===== config.mk =====
export PLATFORM = sky130hd
export DESIGN_NAME = stopwatch_ctrl
export DESIGN_NICKNAME = d
export VERILOG_FILES = /design/src/rtl/stopwatch_pkg.sv /design/src/rtl/stopwatch_ctrl_btn_cond.sv /design/src/rtl/stopwatch_ctrl.sv
export SDC_FILE = /design/constraint.sdc
export NUM_CORES = 1
export LEC_CHECK = 0
export ABC_CLOCK_PERIOD_IN_PS = 1700
export CORE_ASPECT_RATIO = 0.75
export CORE_UTILIZATION = 50
export DETAILED_ROUTE_END_ITERATION = 16
export DONT_BUFFER_PORTS = 1
export PLACE_DENSITY = 0.68
export SLEW_MARGIN = 10
export SYNTH_ARGS = -nofsm -noshare
export SYNTH_HDL_FRONTEND = slang
export SYNTH_SLANG_ARGS = --single-unit

===== constraint.sdc =====
create_clock -name CLK -period 1.7 [get_ports CLK]
set_input_delay 0.255 -clock CLK [delete_from_list [all_inputs] [get_ports CLK]]
set_output_delay 0.255 -clock CLK [all_outputs]
set_load 0.02 [all_outputs]

===== src/rtl/stopwatch_pkg.sv =====
// stopwatch_pkg: shared state codes and default timing constants for the stopwatch controller
// No ports; imported by btn_cond and stopwatch_ctrl.
package stopwatch_pkg;
  localparam int STATE_W = 3;
  localparam int DEF_DEBOUNCE_CYCLES = 16;
  localparam int DEF_CLR_CYCLES = 4;
  typedef enum logic [STATE_W-1:0] {
    CLEAR   = 3'd0,
    ZERO    = 3'd1,
    RUN     = 3'd2,
    LAP     = 3'd3,
    STOPPED = 3'd4
  } state_t;
endpackage


===== src/rtl/stopwatch_ctrl_btn_cond.sv =====
// btn_cond: synchronise, debounce and edge-detect one raw push-button
// Ports: CLK, RESET (async, active-high), raw (async button), level (debounced), press (one-cycle rising pulse)
import stopwatch_pkg::*;
module btn_cond #(
  parameter int SYNC_STAGES = 2,
  parameter int DEBOUNCE_CYCLES = DEF_DEBOUNCE_CYCLES
) (
  input  logic CLK,
  input  logic RESET,
  input  logic raw,
  output logic level,
  output logic press
);
  localparam int CW = $clog2(DEBOUNCE_CYCLES + 1);
  logic [SYNC_STAGES-1:0] sync;
  logic [CW-1:0] cnt;
  logic level_d;
  logic synced;
  assign synced = sync[SYNC_STAGES-1];
  assign press = level & ~level_d;
  // level resets high so a button held through reset never yields a press
  always_ff @(posedge CLK or posedge RESET)
    if (RESET) begin
      sync <= '0;
      cnt <= '0;
      level <= 1'b1;
      level_d <= 1'b1;
    end else begin
      sync <= {sync[SYNC_STAGES-2:0], raw};
      level_d <= level;
      if (synced == level)
        cnt <= '0;
      else if (cnt == CW'(DEBOUNCE_CYCLES - 1)) begin
        level <= ~level;
        cnt <= '0;
      end else
        cnt <= cnt + CW'(1);
    end
endmodule


===== src/rtl/stopwatch_ctrl.sv =====
// stopwatch_ctrl: run/lap/clear controller gating the stopwatch counter chain
// Ports: CLK, RESET (async, active-high), STRTSTOP/LAPRST (raw buttons), locked (clock-manager lock),
//        CLKEN/RST/HOLD (registered counter/display controls), LOCK_ERR (sticky lock-loss), STATE (debug code)
import stopwatch_pkg::*;
module stopwatch_ctrl #(
  parameter int SYNC_STAGES = 2,
  parameter int DEBOUNCE_CYCLES = DEF_DEBOUNCE_CYCLES,
  parameter int CLR_CYCLES = DEF_CLR_CYCLES
) (
  input  logic CLK,
  input  logic RESET,
  input  logic STRTSTOP,
  input  logic LAPRST,
  input  logic locked,
  output logic CLKEN,
  output logic RST,
  output logic HOLD,
  output logic LOCK_ERR,
  output logic [STATE_W-1:0] STATE
);
  localparam int CW = CLR_CYCLES > 1 ? $clog2(CLR_CYCLES) : 1;
  logic [SYNC_STAGES-1:0] lock_sync;
  logic lock_s, start_p, lap_p, start_lvl, lap_lvl, unused_lvl, err_n;
  logic [STATE_W-1:0] state_q;
  logic [CW-1:0] cnt;
  state_t nxt;
  assign lock_s = lock_sync[SYNC_STAGES-1];
  assign unused_lvl = start_lvl ^ lap_lvl;
  assign STATE = state_q;
  btn_cond #(.SYNC_STAGES(SYNC_STAGES), .DEBOUNCE_CYCLES(DEBOUNCE_CYCLES)) u_start (
    .CLK(CLK), .RESET(RESET), .raw(STRTSTOP), .level(start_lvl), .press(start_p)
  );
  btn_cond #(.SYNC_STAGES(SYNC_STAGES), .DEBOUNCE_CYCLES(DEBOUNCE_CYCLES)) u_lap (
    .CLK(CLK), .RESET(RESET), .raw(LAPRST), .level(lap_lvl), .press(lap_p)
  );
  // start takes precedence over lap everywhere, so a simultaneous lap press is dropped
  always_comb begin
    nxt = CLEAR;
    err_n = LOCK_ERR;
    case (state_q)
      CLEAR:   nxt = cnt == '0 ? ZERO : CLEAR;
      ZERO:    nxt = start_p && lock_s ? RUN : ZERO;
      RUN, LAP: begin
        nxt = !lock_s || start_p ? STOPPED : lap_p ? (state_q == RUN ? LAP : RUN) : (state_q == RUN ? RUN : LAP);
        err_n = LOCK_ERR | ~lock_s;
      end
      STOPPED: nxt = start_p ? (lock_s ? RUN : STOPPED) : lap_p ? CLEAR : STOPPED;
      default: nxt = CLEAR;
    endcase
    if (nxt == CLEAR) err_n = 1'b0;
  end
  always_ff @(posedge CLK or posedge RESET)
    if (RESET) begin
      lock_sync <= '0;
      state_q <= CLEAR;
      cnt <= CW'(CLR_CYCLES - 1);
      RST <= 1'b1;
      CLKEN <= 1'b0;
      HOLD <= 1'b0;
      LOCK_ERR <= 1'b0;
    end else begin
      lock_sync <= {lock_sync[SYNC_STAGES-2:0], locked};
      state_q <= nxt;
      cnt <= state_q == CLEAR && nxt == CLEAR ? cnt - CW'(1) : CW'(CLR_CYCLES - 1);
      RST <= nxt == CLEAR;
      CLKEN <= nxt == RUN || nxt == LAP;
      HOLD <= nxt == LAP;
      LOCK_ERR <= err_n;
    end
endmodule


==> results_dict.tcl, run 1 <==
set metrics [dict create \
    rsz0062_at_grt "yes" \
    num_antenna_cells 0 \
    antenna_found_initial 0 \
    syn_nets 101 \
    areaGrowthSynthToFinish_pct 18.8 \
    place_inst 121 \
    p_int_mw 1.09 \
    first_iter_violations 9 \
    seq_area_frac_synth 0.641 \
    p_switching_mw 0.295 \
    port_buffers 0 \
    syn_avg_cell_area_um2 12.3 \
    final_area_um2 1360 \
    worst_pin_slew_ns 0.400 \
    worstHoldStart "lock_sync[0]$_DFF_PP0_" \
    drc 0 \
    p_sw_frac 0.212 \
    drtAntennaViolNets 0 \
    relSlewSlack 0.731 \
    status "completed" \
    viasPerCell 5.15 \
    p_comb_frac 0.047 \
    grt_pass1_wl_um 3220 \
    htree_levels 2 \
    syn-cell-area_um2 1150 \
    seq_power_share 0.527 \
    cp.required_ns 1.95 \
    rows 14 \
    root_buffer "clkbuf_4" \
    start_kind "flop" \
    drv_cap 0 \
    fin_worst_skew_ns 0.00517 \
    final_cells 136 \
    cp_data_arrival_time_ns 1.91 \
    powerDensity_nw_per_um2 1020 \
    grt_pass1_vias 717 \
    finalCritPeriodShare 0.979 \
    groute.usage.overall 0.187 \
    cp-startpoint "cnt[0]$_DFF_PP1_" \
    wl_um 1880 \
    synthCells 93 \
    hold_ws_ns 0.357 \
    start_util 0.550 \
    drt-pass1-iter-count 6 \
    cts_tree "yes" \
    crit_type "reg -> reg" \
    fin_crit_ns 1.66 \
    path_max_fanout 5 \
    dieArea_um2 2490 \
    vdd_drop_max_mv 0.611 \
    place_area_um2 1210 \
    hold_class "reg -> reg" \
    place.gp.congestion 0.818 \
    layout.nets 119 \
    grt_max_degree 30 \
    max-clock-path-buffers 2 \
    hold_viol 0 \
    p_leak_nw 0.668 \
    setup_viol 0 \
    clkPwrFrac 0.426 \
    r2r_setup_slack_ns 0.04 \
    overflow 0 \
    ios 12 \
    ys_types 26 \
    clkLatencyLatePin_ns 0.33 \
    fmaxAchievable_ghz 0.601 \
    die_h_um 43.5 \
    r2r_start "cnt[0]$_DFF_PP1_" \
    dp_hpwl_um 1190 \
    crit_slowest_cell "dfstp_2" \
    finalPower_mw 1.39 \
    die_x_um 57.3 \
    endpoint_kind "flop" \
    ys_ff_latch 29 \
    path_clk_slew_ns 0.09 \
    drive_gt1_frac 0.223 \
    cts_inserted_buffers 5 \
    worstPathCellList "inv_1, ha_1, a32oi_2, o21ai_2, or4_1" \
    num_vias 700 \
    wl_per_cell_um 13.8 \
    clock_sinks 29 \
    critical-path-max-stage-delay_ns 0.53 \
    slew_violations 0 \
    ys_warn_count 0 \
    coreArea_um2 2080 \
    utilization 0.653 \
]
-- final timing paths --
kind                                             endpoint  cells after the start
worst max-delay path                     cnt[0]$_DFF_PP1_                      5
worst min-delay path               lock_sync[1]$_DFF_PP0_                      0
worst max register to register           cnt[0]$_DFF_PP1_                      5
worst min register to register     lock_sync[1]$_DFF_PP0_                      0
max in group asynchronous                   RST$_DFF_PP1_                      3
min in group asynchronous       u_start.sync[0]$_DFF_PP0_                      3
-- cell usage in the layout (no fill, tap or decap), drive strengths merged --
master and count:
dfrtp 22, nor2 12, dfstp 7, xor2 7, buf 7, clkbuf 7, nand3 6, inv 5
dlygate4sd3 4, nand2 3, nand2b 3, nor3 3, ha 3, o21ai 3, and2 2, o21a 2
or4 2, and3 2, mux2 2, and2b 1, nor3b 1, nor2b 1, a21oi 1, o211ai 1
nand3b 1, a32oi 1, xnor2 1, o32a 1, bufinv 1
-- routing by layer --
layer  wire length [um]  GRT usage  vias up
li1                   -          -      350
met5                  0          0        -
met4                 60      0.132        0
met2                818      0.240       12
met1                928      0.267      330
met3                 69     0.0627        8
-- state kept, by name, indices dropped and copies added (netlist names), 2 cells and up --
signal and cells:
STATE 3, u_lap.sync 2, u_start.sync 2, lock_sync 2, u_lap.cnt 5, u_start.cnt 5
cnt 2
-- synthesized netlist by cell type --
master | n | share of area
o211ai_2 | 1 | 0.011
a32oi_1 | 1 | 0.0076
inv_1 | 5 | 0.016
nand3b_1 | 1 | 0.0066
and2b_1 | 1 | 0.0066
and2_1 | 2 | 0.011
or4_1 | 2 | 0.013
nor3b_1 | 1 | 0.0066
nand2_1 | 3 | 0.0098
nor2_1 | 12 | 0.039
nor2b_1 | 1 | 0.0055
nand3_1 | 6 | 0.026
dfstp_2 | 7 | 0.16
and3_1 | 2 | 0.011
dfrtp_1 | 22 | 0.48
o32a_1 | 1 | 0.0087
o21ai_2 | 1 | 0.0076
xnor2_1 | 1 | 0.0076
ha_1 | 3 | 0.033
nand2b_1 | 3 | 0.016
o21ai_1 | 2 | 0.0087
nor3_1 | 3 | 0.013
a21oi_2 | 1 | 0.0076
mux2_1 | 2 | 0.020
xor2_1 | 7 | 0.053
o21a_1 | 2 | 0.013
-- power by group through the flow --
stage / combinational [mW] / sequential, mW / clock, mW
CTS: 0.0622 / 0.731 / 0.610
finish: 0.0647 / 0.731 / 0.592
detailed placement: 0.0531 / 0.744 / 0
global route: 0.0747 / 0.735 / 0.643
floorplan: 0.0383 / 0.741 / 0
global placement: 0.0509 / 0.743 / 0
-- final cells by class --
cell class / instances / area [um2]
Inverter: 5 / 18.8
Tap cell: 24 / 30.0
Sequential cell: 29 / 734
Timing Repair Buffer: 11 / 92.6
Clock buffer: 7 / 55.1
Clock inverter: 1 / 30.0
Multi-Input combinational cell: 59 / 400
Fill cell: 158 / 723
-- what timing repair did --
action,CTS,global route
resized for setup,0,1
endpoints found under the setup margin,2,2
setup buffers,1,2
pin swaps,0,2
hold buffers,4,0
hold endpoints to repair,25,0
cloned,0,0
-- worst max-delay path, delay by kind of cell, from the launching register on --
kind / cells / cell delay, ns
adder cells (fa/ha/maj): 1 / 0.19
flip-flops: 1 / 0.53
buffers and inverters: 1 / 0.04
AO/OA/AOI/OAI: 2 / 0.31
AND/OR/NAND/NOR: 1 / 0.51
-- cells by family (layout without fill, tap and decap cells) --
logic type / Yosys count / count (layout) / synth area share
simple gates: 37 / 37 / 0.165
flops: 29 / 29 / 0.641
compound gates: 9 / 9 / 0.0644
xor+xnor: 8 / 8 / 0.0611
buf+inv: 5 / 24 / 0.0164
fa+ha+maj: 3 / 3 / 0.0328
mux: 2 / 2 / 0.0196
-- per-stage QoR --
stage	setup WS, ns	setup TNS [ns]
final	0.0352	0
after global routing	-0.00400	-0.00712
after CTS	0.00734	0
after detailed placement	0.00872	0
after global placement	0.0399	0
after floorplan	0.132	0
Note: power is estimated with default switching activity, not from simulation.
==> run 2: changes to the inputs <==
Settings changed: RECOVER_POWER set to 50.
==> results_dict.tcl, run 2 (synthesis results as in run 1) <==
set metrics [dict create \
    dp_hpwl_um 1190 \
    viasPerCell 5.10 \
    cts_inserted_buffers 5 \
    worst_pin_slew_ns 0.690 \
    rsz0062_at_grt "yes" \
    worstPathCellList "inv_1, ha_1, a32oi_2, o21ai_2, or4_1" \
    root_buffer "clkbuf_4" \
    htree_levels 2 \
    drv_cap 0 \
    areaGrowthSynthToFinish_pct 18.6 \
    wl_per_cell_um 13.8 \
    first_iter_violations 8 \
    crit_slowest_cell "dfstp_2" \
    num_vias 694 \
    port_buffers 0 \
    hold_viol 0 \
    grt_pass1_wl_um 3220 \
    clkLatencyLatePin_ns 0.33 \
    antenna_found_initial 0 \
    endpoint_kind "flop" \
    finalPower_mw 1.39 \
    max-clock-path-buffers 2 \
    status "completed" \
    clock_sinks 29 \
    crit_type "reg -> reg" \
    setup_viol 0 \
    fillCellCount 159 \
    min_path_cells 0 \
    vdd_drop_max_mv 0.613 \
    cts_tree "yes" \
    cp.depth 5 \
    relSlewSlack 0.540 \
    r2r_cells 5 \
    coreArea_um2 2080 \
    cp.required_ns 1.95 \
    worstHoldStart "lock_sync[0]$_DFF_PP0_" \
    final_cell_mix "22 x dfrtp_1, 12 x nor2_1, 7 x dfstp_2, 7 x xor2_1" \
    die_h_um 43.5 \
    p_leak_nw 0.667 \
    grt_max_degree 30 \
    r2r_end "cnt[0]$_DFF_PP1_" \
    path_delay_family "flip-flops" \
    overflow 0 \
    slew_violations 0 \
    rows 14 \
    drtAntennaViolNets 0 \
    start_util 0.550 \
    final_common_cell "dfrtp_1" \
    hold_class "reg -> reg" \
    layout.nets 119 \
    place.gp.congestion 0.818 \
    fin_crit_ns 1.67 \
    drc 0 \
    drt-pass1-iter-count 6 \
    die_x_um 57.3 \
    powerDensity_nw_per_um2 1020 \
    r2r_start "cnt[0]$_DFF_PP1_" \
    fmaxAchievable_ghz 0.600 \
    finalCritPeriodShare 0.980 \
    drive_gt1_frac 0.223 \
    ios 12 \
    critical-path-max-stage-delay_ns 0.54 \
    start_kind "flop" \
    r2r_setup_slack_ns 0.03 \
    dieArea_um2 2490 \
    wl_um 1880 \
    crit_buf_inv 1 \
    grt_pass1_vias 717 \
    groute.usage.overall 0.187 \
    utilization 0.652 \
    holdPathEnd "lock_sync[1]$_DFF_PP0_" \
    path_clk_slew_ns 0.09 \
    num_antenna_cells 0 \
    fin_worst_skew_ns 0.00458 \
    path_max_fanout 5 \
    cp_data_arrival_time_ns 1.91 \
]
## run 2: cell types whose count changed in the layout (fill, tap and decap cells not counted), sizes merged
cell and delta:
buf -1, clkbuf +1
## run 2: worst max path at each step
| stage | from | endpoint |
|---|---|---|
| global route | u_start.level$_DFFE_PP1P_ | cnt[1]$_DFF_PP1_ |
| detailed placement | cnt[0]$_DFF_PP1_ | cnt[1]$_DFF_PP1_ |
| finish | cnt[0]$_DFF_PP1_ | cnt[0]$_DFF_PP1_ |
| CTS | cnt[0]$_DFF_PP1_ | cnt[1]$_DFF_PP1_ |
| floorplan | cnt[0]$_DFF_PP1_ | cnt[0]$_DFF_PP1_ |
| global placement | cnt[0]$_DFF_PP1_ | cnt[1]$_DFF_PP1_ |
## run 2: final cells by class
type / instances / area, um2 / area share
Clock buffer: 7 / 55.1 / 0.0405
Clock inverter: 1 / 30.0 / 0.0221
Inverter: 5 / 18.8 / 0.0138
Multi-Input combinational cell: 59 / 400 / 0.295
Sequential cell: 29 / 734 / 0.541
Tap cell: 24 / 30.0 / 0.0221
Timing Repair Buffer: 11 / 90.1 / 0.0663
## run 2: worst register-to-register path, stage by stage (launching register included)
cell and delay, ns:
dfstp_2 0.54, inv_1 0.04, ha_1 0.19, a32oi_2 0.19, o21ai_2 0.13, or4_1 0.51
## run 2: layer usage
layer / routed length, um / vias up / global-route usage
met1: 942 / 324 / 0.267
met4: 64 / 0 / 0.132
met5: 0 / - / 0
met2: 804 / 12 / 0.240
met3: 69 / 8 / 0.0627
li1: - / 350 / -
## run 2: repair_timing
item / in CTS / in global routing
buffers inserted: 1 / 2
gates resized for setup: 0 / 1
hold buffers: 4 / 0
hold endpoints to repair: 25 / 0
setup endpoints to repair: 2 / 2
pin swaps: 0 / 2
## run 2: stage by stage
step           area, um2  hold WS [ns]   TNS, ns  instances  setup WS [ns]
3_5_place_dp        1210         0.236         0        121        0.00872
5_1_grt             1360         0.379  -0.00712        136       -0.00400
4_1_cts             1340         0.363         0        134        0.00734
2_1_floorplan       1150         0.286         0         93          0.132
3_3_place_gp        1210         0.227         0        121         0.0399
6_report            1360         0.357         0        136         0.0342
## run 2: where the power goes
part	total (mW)	internal [mW]	switching (mW)
combinational	0.0639	0.0284	0.0355
sequential	0.731	0.713	0.0187
clock	0.591	0.351	0.240
total	1.39	1.09	0.294
==> run 3: changes to the inputs <==
Settings changed: CORE_ASPECT_RATIO 0.75 to 1.75.
==> results_dict.tcl, run 3 (synthesis results as in run 1) <==
set metrics [dict create \
    first_iter_violations 15 \
    dieArea_um2 2500 \
    clkPwrFrac 0.319 \
    max-clock-path-buffers 2 \
    powerDensity_nw_per_um2 890 \
    grt_pass1_vias 777 \
    crit_type "reg -> reg" \
    p_sw_frac 0.221 \
    vdd_drop_max_mv 0.570 \
    place_area_um2 1210 \
    timing.final.ws_setup_ns 0.0405 \
    cts_tree "yes" \
    fin_worst_skew_ns 0.00726 \
    r2r_cells 4 \
    start_kind "flop" \
    fin_setup_tns_ns 0 \
    start_util 0.541 \
    num_antenna_cells 0 \
    cp.required_ns 1.94 \
    final_common_cell "dfrtp_1" \
    coreArea_um2 2120 \
    min_path_cells 0 \
    slew_violations 0 \
    setup_viol 0 \
    status "completed" \
    die_h_um 65.3 \
    seq_power_share 0.632 \
    p_switching_mw 0.256 \
    place.gp.congestion 0.722 \
    p_int_mw 0.901 \
    path_clk_slew_ns 0.08 \
    rows 22 \
    clkLatencyLatePin_ns 0.32 \
    root_buffer "clkbuf_4" \
    grt_pass1_wl_um 3060 \
    fmaxAchievable_ghz 0.603 \
    hold_viol 0 \
    die_x_um 38.2 \
    viasPerCell 5.34 \
    final_area_um2 1300 \
    path_max_fanout 5 \
    groute.usage.overall 0.186 \
    p_leak_nw 0.637 \
    clock_sinks 29 \
    drtAntennaViolNets 0 \
    hold_class "reg -> reg" \
    worstPathCellList "and2b_1, a21oi_2, o211ai_2, or4_1" \
    drt-pass1-iter-count 4 \
    wl_um 1760 \
    port_buffers 0 \
    finalCritPeriodShare 0.976 \
    drive_gt1_frac 0.182 \
    layout.nets 117 \
    endpoint_kind "flop" \
    antenna_found_initial 0 \
    ios 12 \
    final_cell_mix "22 x dfrtp_1, 12 x nor2_1, 7 x dfstp_2, 7 x xor2_1, 6 x nand3_1" \
    p_comb_frac 0.049 \
    grt_max_degree 30 \
    fin_crit_ns 1.66 \
    hold_ws_ns 0.350 \
    htree_levels 2 \
    critical-path-max-stage-delay_ns 0.56 \
    areaGrowthSynthToFinish_pct 13.4 \
    overflow 0 \
    rsz0062_at_grt "no" \
    drc 0 \
    cp_data_arrival_time_ns 1.90 \
    relSlewSlack 0.551 \
    dp_hpwl_um 1280 \
    num_vias 715 \
    cts_inserted_buffers 5 \
    crit_slowest_cell "or4_1" \
    finalPower_mw 1.16 \
    drv_cap 0 \
    post-place-ws_ns 0.0342 \
    wl_per_cell_um 13.1 \
    worst_pin_slew_ns 0.674 \
]
[run 3: changes by cell type in the layout (fill, tap and decap cells not counted), sizes merged]
cell	previous run	this run
buf	6	4
bufinv	1	0
clkbuf	8	9
[run 3: cell type report]
cell class | count | area [um2]
Fill cell | 167 | 820
Sequential cell | 29 | 734
Multi-Input combinational cell | 59 | 393
Timing Repair Buffer | 9 | 75.1
Clock buffer | 8 | 48.8
Tap cell | 24 | 30.0
Inverter | 5 | 18.8
[run 3: worst paths after layout]
check / from / endpoint / slack (ns)
setup / recovery: u_start.level_d$_DFF_PP1_ / cnt[1]$_DFF_PP1_ / 0.04
max in group asynchronous: RESET / u_lap.cnt[0]$_DFF_PP0_ / 0.71
setup reg to reg: u_start.level_d$_DFF_PP1_ / cnt[1]$_DFF_PP1_ / 0.04
hold reg to reg: lock_sync[0]$_DFF_PP0_ / lock_sync[1]$_DFF_PP0_ / 0.35
min in group asynchronous: RESET / STATE[0]$_DFF_PP0_ / 0.56
hold / removal: lock_sync[0]$_DFF_PP0_ / lock_sync[1]$_DFF_PP0_ / 0.35
[run 3: routing by layer]
metal | GRT usage | routed length, um
met5 | 0 | 0
met4 | 0.152 | 47
met3 | 0.0507 | 67
met2 | 0.303 | 973
met1 | 0.183 | 672
[run 3: power by group through the flow]
stage | clock network (mW) | registers [mW] | logic (mW)
6_report | 0.369 | 0.731 | 0.0567
3_3_place_gp | 0 | 0.742 | 0.0495
5_1_grt | 0.418 | 0.734 | 0.0663
2_1_floorplan | 0 | 0.741 | 0.0383
4_1_cts | 0.394 | 0.731 | 0.0588
3_5_place_dp | 0 | 0.744 | 0.0520
[run 3: worst max-delay path, delay by kind of cell, from the launching register on]
kind	cells	cell delay (ns)
and+or+nand+nor	2	0.77
DFF	1	0.54
AOI/OAI and AO/OA	2	0.28
[run 3: metrics by stage]
step,utilization,cells
2_1_floorplan,-,93
3_3_place_gp,0.569,121
3_5_place_dp,0.569,121
4_1_cts,0.611,133
5_1_grt,0.613,134
6_report,0.613,134
[run 3: what timing repair did]
item	CTS	global route
gates resized for setup	0	0
buffers inserted	0	1
endpoints found under the setup margin	0	2
hold buffers	4	0
hold endpoints to repair	25	0
